File: src/rtl/rv_pkg.sv
// Shared RV32I(M) decode definitions: opcodes, funct7 values, ALU select codes and the ID/EX payload.
// Used by the decode stage, EX stage and ALU; the M extension is enabled with RV_M_EXT_EN.
package rv_pkg;

   localparam int unsigned XLEN    = 32;
   localparam int unsigned REG_W   = 5;
   localparam int unsigned SEL_W   = 5;
   localparam int unsigned INSTR_W = 32;

   localparam logic [6:0] OPC_LOAD   = 7'b0000011;
   localparam logic [6:0] OPC_OP_IMM = 7'b0010011;
   localparam logic [6:0] OPC_AUIPC  = 7'b0010111;
   localparam logic [6:0] OPC_STORE  = 7'b0100011;
   localparam logic [6:0] OPC_OP     = 7'b0110011;
   localparam logic [6:0] OPC_LUI    = 7'b0110111;
   localparam logic [6:0] OPC_BRANCH = 7'b1100011;
   localparam logic [6:0] OPC_JALR   = 7'b1100111;
   localparam logic [6:0] OPC_JAL    = 7'b1101111;

   localparam logic [6:0] F7_ZERO   = 7'b0000000;
   localparam logic [6:0] F7_ALT    = 7'b0100000;
   localparam logic [6:0] F7_MULDIV = 7'b0000001;

   localparam logic [SEL_W-1:0] ALU_ADD    = 5'b00000;
   localparam logic [SEL_W-1:0] ALU_SLL    = 5'b00001;
   localparam logic [SEL_W-1:0] ALU_SLT    = 5'b00010;
   localparam logic [SEL_W-1:0] ALU_SLTU   = 5'b00011;
   localparam logic [SEL_W-1:0] ALU_XOR    = 5'b00100;
   localparam logic [SEL_W-1:0] ALU_SRL    = 5'b00101;
   localparam logic [SEL_W-1:0] ALU_OR     = 5'b00110;
   localparam logic [SEL_W-1:0] ALU_AND    = 5'b00111;
   localparam logic [SEL_W-1:0] ALU_FWD    = 5'b01000;
   localparam logic [SEL_W-1:0] ALU_SUB    = 5'b10000;
   localparam logic [SEL_W-1:0] ALU_SRA    = 5'b10101;
   localparam logic [SEL_W-1:0] ALU_MUL    = 5'b11000;
   localparam logic [SEL_W-1:0] ALU_MULH   = 5'b11001;
   localparam logic [SEL_W-1:0] ALU_MULHSU = 5'b11010;
   localparam logic [SEL_W-1:0] ALU_MULHU  = 5'b11011;
   localparam logic [SEL_W-1:0] ALU_DIV    = 5'b11100;
   localparam logic [SEL_W-1:0] ALU_REM    = 5'b11101;

   typedef enum logic [2:0] {
      IMM_I = 3'd0,
      IMM_S = 3'd1,
      IMM_B = 3'd2,
      IMM_U = 3'd3,
      IMM_J = 3'd4
   } imm_sel_e;

   typedef struct packed {
      logic             valid;
      logic [SEL_W-1:0] alu_sel;
      logic [XLEN-1:0]  imm;
      logic [REG_W-1:0] rs1;
      logic [REG_W-1:0] rs2;
      logic [REG_W-1:0] rd;
      logic [XLEN-1:0]  pc;
      logic [2:0]       funct3;
      logic             src_imm;
      logic             src_pc;
      logic             reg_write;
      logic             mem_read;
      logic             mem_write;
      logic             branch;
      logic             jump;
      logic             illegal;
   } id_ex_t;

endpackage

File: src/rtl/id_decode_stage_if.sv
// IF/ID-to-ID/EX handshake and decoded bundle; slave is the decode stage, master the surrounding pipeline.
interface id_decode_stage_if;
   import rv_pkg::*;

   logic                stall;
   logic                flush;
   logic                in_valid;
   logic [INSTR_W-1:0]  in_instr;
   logic [XLEN-1:0]     in_pc;
   logic                in_ready;
   logic                out_valid;
   logic [SEL_W-1:0]    out_alu_select;
   logic [XLEN-1:0]     out_imm;
   logic [REG_W-1:0]    out_rs1;
   logic [REG_W-1:0]    out_rs2;
   logic [REG_W-1:0]    out_rd;
   logic [XLEN-1:0]     out_pc;
   logic [2:0]          out_funct3;
   logic                out_src_imm;
   logic                out_src_pc;
   logic                out_reg_write;
   logic                out_mem_read;
   logic                out_mem_write;
   logic                out_branch;
   logic                out_jump;
   logic                out_illegal;

   modport slave (
      input  stall, flush, in_valid, in_instr, in_pc,
      output in_ready, out_valid, out_alu_select, out_imm, out_rs1, out_rs2, out_rd, out_pc,
             out_funct3, out_src_imm, out_src_pc, out_reg_write, out_mem_read, out_mem_write,
             out_branch, out_jump, out_illegal
   );

   modport master (
      output stall, flush, in_valid, in_instr, in_pc,
      input  in_ready, out_valid, out_alu_select, out_imm, out_rs1, out_rs2, out_rd, out_pc,
             out_funct3, out_src_imm, out_src_pc, out_reg_write, out_mem_read, out_mem_write,
             out_branch, out_jump, out_illegal
   );
endinterface

File: src/rtl/id_decode_stage_imm_gen.sv
// Combinational immediate generator: builds the sign-extended I/S/B/U/J immediate from instr[31:7].
module imm_gen
   import rv_pkg::*;
(
   input  logic [31:7]     instr,
   input  imm_sel_e        imm_sel,
   output logic [XLEN-1:0] imm
);
   always_comb begin
      imm = '0;
      unique case (imm_sel)
         IMM_I:   imm = {{20{instr[31]}}, instr[31:20]};
         IMM_S:   imm = {{20{instr[31]}}, instr[31:25], instr[11:7]};
         IMM_B:   imm = {{19{instr[31]}}, instr[31], instr[7], instr[30:25], instr[11:8], 1'b0};
         IMM_U:   imm = {instr[31:12], 12'b0};
         IMM_J:   imm = {{11{instr[31]}}, instr[31], instr[19:12], instr[20], instr[30:21], 1'b0};
         default: imm = '0;
      endcase
   end
endmodule

File: src/rtl/id_decode_stage.sv
// RV32I decode stage with a single ID/EX register bank; RV_M_EXT_EN adds MUL/MULH/MULHSU/MULHU/DIV/REM.
module id_decode_stage
   import rv_pkg::*;
(
   input  logic                 clk,
   input  logic                 rst,
   id_decode_stage_if.slave     bus
);
   logic [6:0]      opcode;
   logic [2:0]      funct3;
   logic [6:0]      funct7;
   logic [XLEN-1:0] imm;
   imm_sel_e        imm_sel;
   logic            illegal;
   id_ex_t          d;
   id_ex_t          q;

   assign opcode = bus.in_instr[6:0];
   assign funct3 = bus.in_instr[14:12];
   assign funct7 = bus.in_instr[31:25];

   imm_gen u_imm_gen (
      .instr   (bus.in_instr[31:7]),
      .imm_sel (imm_sel),
      .imm     (imm)
   );

   // Decode of the current IF/ID instruction into the next ID/EX payload.
   always_comb begin
      d         = '0;
      imm_sel   = IMM_I;
      illegal   = 1'b0;
      d.alu_sel = ALU_ADD;
      d.rs1     = bus.in_instr[19:15];
      d.rs2     = bus.in_instr[24:20];
      d.rd      = bus.in_instr[11:7];
      d.pc      = bus.in_pc;
      d.funct3  = funct3;

      unique case (opcode)
         OPC_OP_IMM: begin
            d.src_imm   = 1'b1;
            d.reg_write = 1'b1;
            d.alu_sel   = SEL_W'({2'b00, funct3});
            if (funct3 == 3'b001 && funct7 != F7_ZERO) illegal = 1'b1;
            if (funct3 == 3'b101) begin
               if (funct7 == F7_ALT)       d.alu_sel = ALU_SRA;
               else if (funct7 != F7_ZERO) illegal = 1'b1;
            end
         end
         OPC_OP: begin
            d.reg_write = 1'b1;
            if (funct7 == F7_ZERO) begin
               d.alu_sel = SEL_W'({2'b00, funct3});
            end else if (funct7 == F7_ALT) begin
               if (funct3 == 3'b000)      d.alu_sel = ALU_SUB;
               else if (funct3 == 3'b101) d.alu_sel = ALU_SRA;
               else                       illegal = 1'b1;
`ifdef RV_M_EXT_EN
            end else if (funct7 == F7_MULDIV) begin
               unique case (funct3)
                  3'b000:  d.alu_sel = ALU_MUL;
                  3'b001:  d.alu_sel = ALU_MULH;
                  3'b010:  d.alu_sel = ALU_MULHSU;
                  3'b011:  d.alu_sel = ALU_MULHU;
                  3'b100:  d.alu_sel = ALU_DIV;
                  3'b110:  d.alu_sel = ALU_REM;
                  default: illegal = 1'b1;
               endcase
`endif
            end else begin
               illegal = 1'b1;
            end
         end
         OPC_LUI: begin
            imm_sel     = IMM_U;
            d.alu_sel   = ALU_FWD;
            d.src_imm   = 1'b1;
            d.reg_write = 1'b1;
         end
         OPC_AUIPC: begin
            imm_sel     = IMM_U;
            d.src_imm   = 1'b1;
            d.src_pc    = 1'b1;
            d.reg_write = 1'b1;
         end
         OPC_LOAD: begin
            d.src_imm   = 1'b1;
            d.mem_read  = 1'b1;
            d.reg_write = 1'b1;
         end
         OPC_STORE: begin
            imm_sel     = IMM_S;
            d.src_imm   = 1'b1;
            d.mem_write = 1'b1;
         end
         OPC_BRANCH: begin
            imm_sel   = IMM_B;
            d.alu_sel = ALU_SUB;
            d.branch  = 1'b1;
         end
         OPC_JAL: begin
            imm_sel     = IMM_J;
            d.src_imm   = 1'b1;
            d.src_pc    = 1'b1;
            d.jump      = 1'b1;
            d.reg_write = 1'b1;
         end
         OPC_JALR: begin
            d.src_imm   = 1'b1;
            d.jump      = 1'b1;
            d.reg_write = 1'b1;
         end
         default: illegal = 1'b1;
      endcase

      if (bus.in_instr[1:0] != 2'b11) illegal = 1'b1;

      d.imm = imm;
      if (illegal) begin
         d.alu_sel   = ALU_ADD;
         d.src_imm   = 1'b0;
         d.src_pc    = 1'b0;
         d.reg_write = 1'b0;
         d.mem_read  = 1'b0;
         d.mem_write = 1'b0;
         d.branch    = 1'b0;
         d.jump      = 1'b0;
      end
      d.illegal = illegal;
      if (d.rd == '0) d.reg_write = 1'b0;

      // A bubble carries no side effects downstream.
      d.valid = bus.in_valid;
      if (!bus.in_valid) begin
         d.reg_write = 1'b0;
         d.mem_read  = 1'b0;
         d.mem_write = 1'b0;
         d.branch    = 1'b0;
         d.jump      = 1'b0;
         d.illegal   = 1'b0;
      end
   end

   // ID/EX register: flush beats stall beats load.
   always_ff @(posedge clk or posedge rst) begin
      if (rst) begin
         q <= '0;
      end else if (bus.flush) begin
         q.valid     <= 1'b0;
         q.reg_write <= 1'b0;
         q.mem_read  <= 1'b0;
         q.mem_write <= 1'b0;
         q.branch    <= 1'b0;
         q.jump      <= 1'b0;
         q.illegal   <= 1'b0;
      end else if (!bus.stall) begin
         q <= d;
      end
   end

   assign bus.in_ready       = !bus.stall;
   assign bus.out_valid      = q.valid;
   assign bus.out_alu_select = q.alu_sel;
   assign bus.out_imm        = q.imm;
   assign bus.out_rs1        = q.rs1;
   assign bus.out_rs2        = q.rs2;
   assign bus.out_rd         = q.rd;
   assign bus.out_pc         = q.pc;
   assign bus.out_funct3     = q.funct3;
   assign bus.out_src_imm    = q.src_imm;
   assign bus.out_src_pc     = q.src_pc;
   assign bus.out_reg_write  = q.reg_write;
   assign bus.out_mem_read   = q.mem_read;
   assign bus.out_mem_write  = q.mem_write;
   assign bus.out_branch     = q.branch;
   assign bus.out_jump       = q.jump;
   assign bus.out_illegal    = q.illegal;
endmodule
File: src/flat_wrapper.sv
// flat-port wrapper written by rule: the top's interface ports become plain ports
module id_decode_stage_flat import rv_pkg::*;
  (clk, rst, bus_stall, bus_flush, bus_in_valid, bus_in_instr, bus_in_pc, bus_in_ready, bus_out_valid, bus_out_alu_select, bus_out_imm, bus_out_rs1, bus_out_rs2, bus_out_rd, bus_out_pc, bus_out_funct3, bus_out_src_imm, bus_out_src_pc, bus_out_reg_write, bus_out_mem_read, bus_out_mem_write, bus_out_branch, bus_out_jump, bus_out_illegal);
  id_decode_stage_if bus_i ();
  input  logic clk;
  input  logic rst;
  input wire logic [$bits(bus_i.stall)-1:0] bus_stall;
  input wire logic [$bits(bus_i.flush)-1:0] bus_flush;
  input wire logic [$bits(bus_i.in_valid)-1:0] bus_in_valid;
  input wire logic [$bits(bus_i.in_instr)-1:0] bus_in_instr;
  input wire logic [$bits(bus_i.in_pc)-1:0] bus_in_pc;
  output wire logic [$bits(bus_i.in_ready)-1:0] bus_in_ready;
  output wire logic [$bits(bus_i.out_valid)-1:0] bus_out_valid;
  output wire logic [$bits(bus_i.out_alu_select)-1:0] bus_out_alu_select;
  output wire logic [$bits(bus_i.out_imm)-1:0] bus_out_imm;
  output wire logic [$bits(bus_i.out_rs1)-1:0] bus_out_rs1;
  output wire logic [$bits(bus_i.out_rs2)-1:0] bus_out_rs2;
  output wire logic [$bits(bus_i.out_rd)-1:0] bus_out_rd;
  output wire logic [$bits(bus_i.out_pc)-1:0] bus_out_pc;
  output wire logic [$bits(bus_i.out_funct3)-1:0] bus_out_funct3;
  output wire logic [$bits(bus_i.out_src_imm)-1:0] bus_out_src_imm;
  output wire logic [$bits(bus_i.out_src_pc)-1:0] bus_out_src_pc;
  output wire logic [$bits(bus_i.out_reg_write)-1:0] bus_out_reg_write;
  output wire logic [$bits(bus_i.out_mem_read)-1:0] bus_out_mem_read;
  output wire logic [$bits(bus_i.out_mem_write)-1:0] bus_out_mem_write;
  output wire logic [$bits(bus_i.out_branch)-1:0] bus_out_branch;
  output wire logic [$bits(bus_i.out_jump)-1:0] bus_out_jump;
  output wire logic [$bits(bus_i.out_illegal)-1:0] bus_out_illegal;
  assign bus_i.stall = bus_stall;
  assign bus_i.flush = bus_flush;
  assign bus_i.in_valid = bus_in_valid;
  assign bus_i.in_instr = bus_in_instr;
  assign bus_i.in_pc = bus_in_pc;
  assign bus_in_ready = bus_i.in_ready;
  assign bus_out_valid = bus_i.out_valid;
  assign bus_out_alu_select = bus_i.out_alu_select;
  assign bus_out_imm = bus_i.out_imm;
  assign bus_out_rs1 = bus_i.out_rs1;
  assign bus_out_rs2 = bus_i.out_rs2;
  assign bus_out_rd = bus_i.out_rd;
  assign bus_out_pc = bus_i.out_pc;
  assign bus_out_funct3 = bus_i.out_funct3;
  assign bus_out_src_imm = bus_i.out_src_imm;
  assign bus_out_src_pc = bus_i.out_src_pc;
  assign bus_out_reg_write = bus_i.out_reg_write;
  assign bus_out_mem_read = bus_i.out_mem_read;
  assign bus_out_mem_write = bus_i.out_mem_write;
  assign bus_out_branch = bus_i.out_branch;
  assign bus_out_jump = bus_i.out_jump;
  assign bus_out_illegal = bus_i.out_illegal;
  id_decode_stage u_core (.clk(clk), .rst(rst), .bus(bus_i));
endmodule
File: config.mk
export PLATFORM = sky130hd
export DESIGN_NAME = id_decode_stage_flat
export DESIGN_NICKNAME = d
export VERILOG_FILES = /design/src/rtl/rv_pkg.sv /design/src/rtl/id_decode_stage_if.sv /design/src/rtl/id_decode_stage_imm_gen.sv /design/src/rtl/id_decode_stage.sv /design/src/flat_wrapper.sv
export SDC_FILE = /design/constraint.sdc
export NUM_CORES = 1
export LEC_CHECK = 0
export CORE_MARGIN = 4
export CORE_UTILIZATION = 48
export CTS_CLUSTER_DIAMETER = 30
export DETAILED_ROUTE_END_ITERATION = 6
export GPL_ROUTABILITY_DRIVEN = 0
export GPL_TIMING_DRIVEN = 0
export PLACE_DENSITY = 0.84
export SLEW_MARGIN = 20
export SYNTH_ARGS = -nofsm -noshare
export SYNTH_HDL_FRONTEND = slang
export SYNTH_HIERARCHICAL = 1
export SYNTH_SLANG_ARGS = --single-unit
File: constraint.sdc
create_clock -name clk -period 9.9 [get_ports clk]
set_input_delay 1.98 -clock clk [delete_from_list [all_inputs] [get_ports clk]]
set_output_delay 1.98 -clock clk [all_outputs]
set_load 0.1 [all_outputs]
## Word-level counts from Yosys, hierarchy flattened

Index checks and enable logic that the tools add are counted.

- Equality and inequality tests: 18
- Mux-type cells: 33
- Reductions and logical operators: 14
- Bitwise logic cells: 2

Operators by type and width:

| operator | count |
|---|---|
| one-hot mux 32 bit (5 select lines) | 1 |
| two-way mux 96 bit | 1 |
| two-way mux 5 bit | 7 |
| equality test 7 x 6 -> 1 bit (second input constant) | 4 |
| equality test 7 bit (second input constant) | 3 |
| OR reduction 7 bit | 3 |
| one-hot mux 5 bit (4 select lines) | 1 |
| two-way mux 1 bit | 18 |
| equality test 7 x 5 -> 1 bit (second input constant) | 2 |
| two-way mux 6 bit | 2 |
| one-hot mux 3 bit (4 select lines) | 1 |
| equality test 7 x 2 -> 1 bit (second input constant) | 1 |
| zero test 7 bit | 1 |
| two-way mux 7 bit | 1 |
| nonzero test 7 bit | 1 |
| equality test 3 x 1 -> 1 bit (second input constant) | 2 |
| equality test 3 x 2 -> 1 bit (second input constant) | 2 |
| equality test 3 bit (second input constant) | 2 |
| zero test 3 bit | 2 |
| OR reduction 2 bit | 3 |
| zero test 5 bit | 1 |
| one-hot mux 1 bit (3 select lines) | 1 |
| != test 2 x 1 -> 1 bit (second input constant) | 1 |
| != test 2 bit (second input constant) | 1 |
| 4 further kinds | 5 |

- Bits in registers: 96
- Output and inout bits: 97
- Logic and storage cells: 83

## Depth between registers and ports, before layout

Gate-level depths: netlist (run 1).

- Word-level depth: 13
- Gate-level depth with buffers: 11
- Mapped depth without buffers: 9

## By module

The synthesis (run 1) kept the hierarchy.

Modules (own cells, without submodules):

| module | times used | area an instance (µm²) | seq. area each (µm²) | cells each |
|---|---|---|---|---|
| id_decode_stage | 1 | 3,968.8 | 2,402.3 | 454 |
| imm_gen | 1 | 540.5 | 0.0 | 94 |

## Worst setup path before layout (run 1)

OpenSTA, ideal clock, no wires.

- Path type: in2out
- From: input port bus_stall
- To: output port bus_in_ready
- Setup slack: 5.349 ns
- Stages: 1
- Arrival time: 2.571 ns
- Cells stage by stage: inv_1

- Word-level cells in the longest chain between the ends: 1

Ends and longest elaborated chain:

| item | RTL line | RTL |
|---|---|---|
| start: declaration | flat_wrapper.sv:7 | `input wire logic [$bits(bus_i.stall)-1:0] bus_stall;` |
| zero test 1 bit | - |  |
| end: declaration | flat_wrapper.sv:12 | `output wire logic [$bits(bus_i.in_ready)-1:0] bus_in_ready;` |

Every way passes these cells.

## Final worst setup path (run 1)

Same ends and word-level chain as after synthesis.

==> results of run 1 <==
[flip-flops by register name, summed over array words and instances, names as in the netlist, 3 cells and up]
| signal | flops |
|---|---|
| u_core/bus.out_imm | 32 |
| u_core/bus.out_funct3 | 3 |
| u_core/bus.out_rd | 5 |
| u_core/bus.out_pc | 32 |
| u_core/bus.out_alu_select | 5 |
| u_core/bus.out_rs1 | 5 |
| u_core/bus.out_rs2 | 5 |
[report_power, final]
part	total (mW)	internal (mW)	switching [mW]	leakage [nW]
registers	0.458	0.435	0.0230	1.20
logic	0.547	0.126	0.421	1.78
clock network	0.254	0.104	0.150	0.0982
[kinds of logic after synthesis]
| group | synth area share (%) |
|---|---|
| AOI/OAI and AO/OA | 9.628 |
| and+or+nand+nor | 30.94 |
| adders and majority gates | 0.2497 |
| buffers and inverters | 4.273 |
| muxes | 1.443 |
| xor gates and xnor gates | 0.1943 |
| DFF | 53.27 |
[routing by layer]
layer  up-vias  global-route usage [%]  part of all wire [%]
li1       2107                       -                     -
met1      2109                   32.00                    42
met2       208                   41.80                    49
met3        14                   4.941                   7.5
met4         0                   7.873                   1.4
met5         -                       0                     0
[worst paths after layout]
kind                                              from                            to  cells after the start
worst max register to register  u_core/bus.out_illegal        u_core/bus.out_illegal                      2
worst min-delay path             u_core/bus.out_pc[25]         u_core/bus.out_pc[25]                      2
worst min register to register   u_core/bus.out_pc[25]         u_core/bus.out_pc[25]                      2
min in group asynchronous                          rst         u_core/bus.out_pc[28]                      2
max in group asynchronous                          rst  u_core/bus.out_alu_select[3]                      3
worst max-delay path                         bus_stall                  bus_in_ready                      3
[stage by stage]
stage / utilization, % / instances
finish: 71.02 / 841
global route: 71.02 / 841
CTS: 71.02 / 841
detailed placement: 68.86 / 825
global placement: 68.50 / 824
floorplan: - / 548
[tightest hold or removal path, delay by kind of cell (launching register included)]
family           cells  cell delay (ns)
and+or+nand+nor      2             0.10
DFF                  1             0.35
[layout by cell type, fill, tap and decap left out, types with 6 or more instances in the layout]
| master | instances |
|---|---|
| a21oi_1 | 20 |
| clkbuf_1 | 27 |
| clkbuf_8 | 10 |
| clkdlybuf4s50_1 | 165 |
| dfrtp_1 | 96 |
| inv_1 | 9 |
| nand2_1 | 279 |
| nand2b_1 | 6 |
| nand3_1 | 6 |
| nor2_1 | 6 |
| nor2b_1 | 11 |
| o21ai_0 | 11 |
| o22ai_1 | 13 |
[area by class of cell]
class | count | area [um2] | area share, %
tap | 111 | 138.9 | 2.126
buffer | 34 | 155.1 | 2.375
inverter | 10 | 42.54 | 0.6513
clock buffer | 10 | 137.6 | 2.107
sequential | 96 | 2402 | 36.78
clock inverter | 6 | 61.31 | 0.9387
timing repair buffer | 166 | 1679 | 25.71
multi-input combinational | 408 | 1914 | 29.31
==> results.md, run 1 <==
- Status: finished clean
- Final Worst Setup Slack: ~4.2 ns
- Initial DRT Pass Iterations: 5
- Minimum clock period: roughly 5.7 ns
- Number of antenna violations at the first check in global routing: 0
- Total number of yosys warnings: 6
- Leakage: 3.079 nW
- Die extent in y: 104.9 um
- First-pass GRT wire length: 21950 um
- Top-count cell post-synth: nand2_1
- Initial DRC count: between 200 and 300
- Synth unique cells: 48
- Drt via density: 5.277
- Layout cell share with drive strength beyond 1: between 5 and 6%
- Die Width: 104.9 um
- Dominant synthesized flop cell: dfrtp_1
- Worst setup SP type: input pin
- Most frequent cells after synthesis: nand2_1 (279), dfrtp_1 (96), clkbuf_1 (27), a21oi_1 (20), o22ai_1 (13)
- Relative slew slack: 30.78%
- GR Overflow Total: 0
- # IOs: 166
- R2R Setup Slk: approximately 9.0 ns
- Min-delay worst type: reg2reg
- Dpl cell area: 0.006332 mm2
- Final HPWL DP: 10060 um
- Drt drc: 0
- Power Density: 192.8 mW/mm2
- TritonCTS clock tree: done
- Worst-path clk slew: 0.09 ns
- Fmax: 176.7 MHz
- Worst slack, placed: between 4 and 5 ns
- CP arrival: 3.68 ns
- Total GRT Usage: 24.73%
- Fill count: 703
- RSZ-0062 raised after global routing: no
- #FFs+latches synth: 96
- Final WL: between 10000 and 15000 um
- Inserted Diodes: 0
- NumNets Final: 794
- Root Driver: clkbuf_8
- Worst vdd ir: 0.1386 mV
- Mapped Area: between 0.004 and 0.005 mm2
- Syn_nets: 617
- Number of enable flip-flop cells after synthesis: 0
- DR WL/cell: 15.90 um
- Postcts setup bufs: 0
- Port bufs: around 170
- Register area share after synthesis: 53.27%
- Tcrit/Tclk final: 57.17%
- CTS max path bufs: 2
- Design area: 0.006531 mm2
- Max-Cap Viols: 0
- Floorplan row count: 35
- Critical Path RT: 7.92 ns
- Effective utilization at floorplan: 49.03%
- Setup Viol. Count Final: 0
- Cell mode on critical path: clkdlybuf4s50_1
- Hold Slack: 0.4829 ns
- Max-slew violation count: 0
- Tot Pwr: ~1.3 mW
- Crit Path Category: in2out
- Hold_buf cts: 0
- Final Hold Viols: 0
- Fin Setup TNS: 0 ns
- Die ar.: 0.01101 mm2
- Max incr delay on CP: between 1 and 1.5 ns
- CTS Buf Count: 9
- Vias in the first global route: about 4500
- Routed Antenna Nets: 0
- Slew @ Worst Pin: 1.035 ns
- Layout Skew: 0 ns
- Core Area: 0.009196 mm2
- Max FO, Critical Path: 4
- Async SR Flop Fraction: 100.0%
- CP bufs+invs: 3
- Post-CTS Resized: 0
- Clk Latency, worst-skew pair: approximately 0.35 ns
- Clock sinks: 96
- Synth top area cells: dfrtp_1 (53%), nand2_1 (23%), clkbuf_1 (2.2%), a21oi_1 (2.2%), o22ai_1 (1.8%)
- Synth top area share: 53.27%
- Slowest cell on the critical path: clkdlybuf4s50_1
- Mapped Avg Cell Area: 8.229 um2
- Largest net degree at the start of global routing: 84
- P&R area growth vs syn: 44.84%
- Cell family with most CP delay: buffers and inverters
- Largest area contributor in the netlist: dfrtp_1
- Synth Instances: roughly 550
- CP cell instances: clkdlybuf4s50_1 > inv_1 > clkdlybuf4s50_1
- Detailed-route via count: 4438
- # H-tree levels: 3
- Setup crit end kind: output pin
(Power assumes the default switching activity.)
==> run 2: changes to the inputs <==
- CORE_UTILIZATION: 48 -> 45
- PLACE_DENSITY: 0.84 -> 0.79
- clock period: 9.9 -> 5.28 ns (I/O delays scaled with it)
==> run 2 against run 1 <==
Critical path depth unchanged. Die area grew 6.2%. Via count hardly changed. Non-clock buffer count stayed put. Routed wire length grew 2.1%. Highest routed layer unchanged. Register-to-register slack worse by 4.6 ns. Final cell count up 2.6%. Critical path type unchanged. Flip-flop and latch count did not move.
==> results.md, run 2 (synthesized netlist as in run 1, its figures left out) <==
- Final Worst Setup Slack: 1.465 ns (was 4.240 ns)
- Crit Path Category: in2out (unchanged)
- Slew @ Worst Pin: 1.038 ns (was 1.035 ns)
- Max-Cap Viols: 0 (unchanged)
- Drt drc: 0 (unchanged)
- Switch share: 47.33% (was 47.17%)
- Post-CTS Resized: 0 (unchanged)
- Hold_buf cts: 0 (unchanged)
- RSZ-0062 raised after global routing: no (unchanged)
- TritonCTS clock tree: done (unchanged)
- Effective utilization at floorplan: 46.13% (was 49.03%)
- DR WL/cell: 15.83 um (was 15.90 um)
- Max incr delay on CP: 1.13 ns (about the same)
- Core Area: 0.009774 mm2 (was 0.009196 mm2)
- Drt via density: 5.146 (was 5.277)
- # H-tree levels: 3 (unchanged)
- CP cell instances: clkdlybuf4s50_1 > inv_1 > clkdlybuf4s50_1 (unchanged)
- Routed Antenna Nets: 0 (unchanged)
- Min-delay worst type: reg2reg (unchanged)
- Max-slew violation count: 0 (unchanged)
- Clk Latency, worst-skew pair: 0.35 ns (about the same)
- CTS max path bufs: 2 (unchanged)
- Final WL: 13660 um (was 13380 um)
- Initial DRC count: 252 (was 256)
- Worst slack, placed: 1.463 ns (was 4.243 ns)
- Vias in the first global route: 4619 (was 4456)
- Sw Pwr: 1.101 mW (was 0.5938 mW)
- Minimum clock period: 3.815 ns
- First-pass GRT wire length: 22220 um (was 21950 um)
- Postcts setup bufs: 0 (unchanged)
- Fmax: 262.1 MHz
- Slowest cell on the critical path: clkdlybuf4s50_1 (unchanged)
- Cell mode on critical path: clkdlybuf4s50_1 (unchanged)
- Die Width: 108.1 um (was 104.9 um)
- CTS Buf Count: 9 (unchanged)
- Initial DRT Pass Iterations: 5 (unchanged)
- Commonest non-fill, non-tap cell in the layout: nand2_1 (unchanged)
- CP arrival: 2.76 ns (was 3.68 ns)
- Fill count: 821 (was 703)
- Layout cell share with drive strength beyond 1: 5.068% (was 5.205%)
- Tcrit/Tclk final: between 70 and 80%
- Port bufs: 165 (unchanged)
- Worst setup SP type: input pin (unchanged)
- Worst vdd ir: 0.2131 mV (was 0.1386 mV)
- Die extent in y: 108.1 um (was 104.9 um)
- P&R area growth vs syn: 44.87% (was 44.84%)
- Non-Filler Instances: 863 (was 841)
- Power Density: 356.1 mW/mm2 (was 192.8 mW/mm2)
- Worst-path clk slew: 0.09 ns (about the same)
- Tot Pwr: 2.327 mW (was 1.259 mW)
- Leakage: 3.071 nW (was 3.079 nW)
- GR Overflow Total: 0 (unchanged)
- Commonest non-fill, non-tap cells in the layout: nand2_1 (279), clkdlybuf4s50_1 (165), dfrtp_1 (96), clkbuf_1 (28), a21oi_1 (20) (was nand2_1 (279), clkdlybuf4s50_1 (165), dfrtp_1 (96), clkbuf_1 (27), a21oi_1 (20))
- Clock sinks: 96 (unchanged)
- Layout Skew: 0 ns (unchanged)
- Pint: 1.225 mW (was 0.6651 mW)
- Critical Path RT: 4.22 ns (was 7.92 ns)
- Setup Viol. Count Final: 0 (unchanged)
- Largest net degree at the start of global routing: 73 (was 84)
- NumNets Final: 794 (unchanged)
- Fin Setup TNS: 0 ns (unchanged)
- Part of the power in combinational logic: 44.0% (was 43.4%)
- R2R Setup Slk: 4.41 ns (was 9.02 ns)
- Clock share of power: 19.0% (was 20.2%)
- Root Driver: clkbuf_8 (unchanged)
- Floorplan row count: 36 (was 35)
- Total GRT Usage: 24.28% (was 24.73%)
- Final Hold Viols: 0 (unchanged)
- Status: finished clean (unchanged)
- Relative slew slack: 30.56% (was 30.78%)
- # IOs: 166 (unchanged)
- Max FO, Critical Path: 4 (unchanged)
- Final HPWL DP: 10310 um (was 10060 um)
- Setup crit end kind: output pin (unchanged)
- Reg power frac: 37.0% (was 36.4%)
- Die ar.: 0.01169 mm2 (was 0.01101 mm2)
- Number of antenna violations at the first check in global routing: 0 (unchanged)
- Detailed-route via count: 4441 (was 4438)
- Inserted Diodes: 0 (unchanged)
- Placed insts: 847 (was 825)
## run 2: cell types whose count changed in the layout (fill, tap and decap cells not counted)
cell / change
clkinv_4: +2
clkinvlp_4: -1
clkbuf_1: +1
inv_8: -1
clkinv_8: -1
clkinv_2: +2
inv_6: -1
clkbuf_8: -1
## run 2: layout make-up
| class | instances | area (um2) | area share, % |
|---|---|---|---|
| buffer | 34 | 155.1 | 2.375 |
| clock buffer | 10 | 127.6 | 1.954 |
| clock inverter | 6 | 45.04 | 0.6895 |
| inverter | 10 | 42.54 | 0.6512 |
| multi-input combinational | 408 | 1914 | 29.30 |
| sequential | 96 | 2402 | 36.77 |
| tap | 133 | 166.4 | 2.547 |
| timing repair buffer | 166 | 1679 | 25.70 |
## run 2: worst max-delay path: cells and delay by family
kind	cells	cell delay, ns
buffers and inverters	3	1.70
## run 2: path summary, 6_finish.rpt
path,startpoint,to,depth (start not counted)
max reg2reg,u_core/bus.out_illegal,u_core/bus.out_illegal,2
max,bus_stall,bus_in_ready,3
min in group asynchronous,rst,u_core/bus.out_pc[17],2
min reg2reg,u_core/bus.out_imm[14],u_core/bus.out_imm[14],2
min,u_core/bus.out_imm[14],u_core/bus.out_imm[14],2
max in group asynchronous,rst,u_core/bus.out_src_pc,3
## run 2: power by group through the flow
stage	Combinational [mW]	Clock [mW]	Sequential (mW)
3_3_place_gp	1.01	0	0.871
4_1_cts	1.03	0.453	0.861
6_report	1.02	0.442	0.860
3_5_place_dp	1.03	0	0.875
2_1_floorplan	0.137	0	1.47
5_1_grt	1.06	0.492	0.872
## run 2: per-layer routing
layer / vias to the layer above / wire length (um) / GRT usage [%]
li1: 2106 / - / -
met1: 2126 / 5771 / 30.55
met2: 182 / 6615 / 41.65
met3: 27 / 904 / 5.373
met4: 0 / 365 / 7.935
met5: - / 0 / 0
## run 2: per-stage QoR
step / instance area [um2] / hold WS [ns] / util (%)
floorplan: 4509 / 0.9580 / -
detailed placement: 6360 / 0.4607 / 65.07
CTS: 6533 / 0.4851 / 66.83
finish: 6533 / 0.4830 / 66.83
global route: 6533 / 0.5012 / 66.83
global placement: 6327 / 0.4586 / 64.73
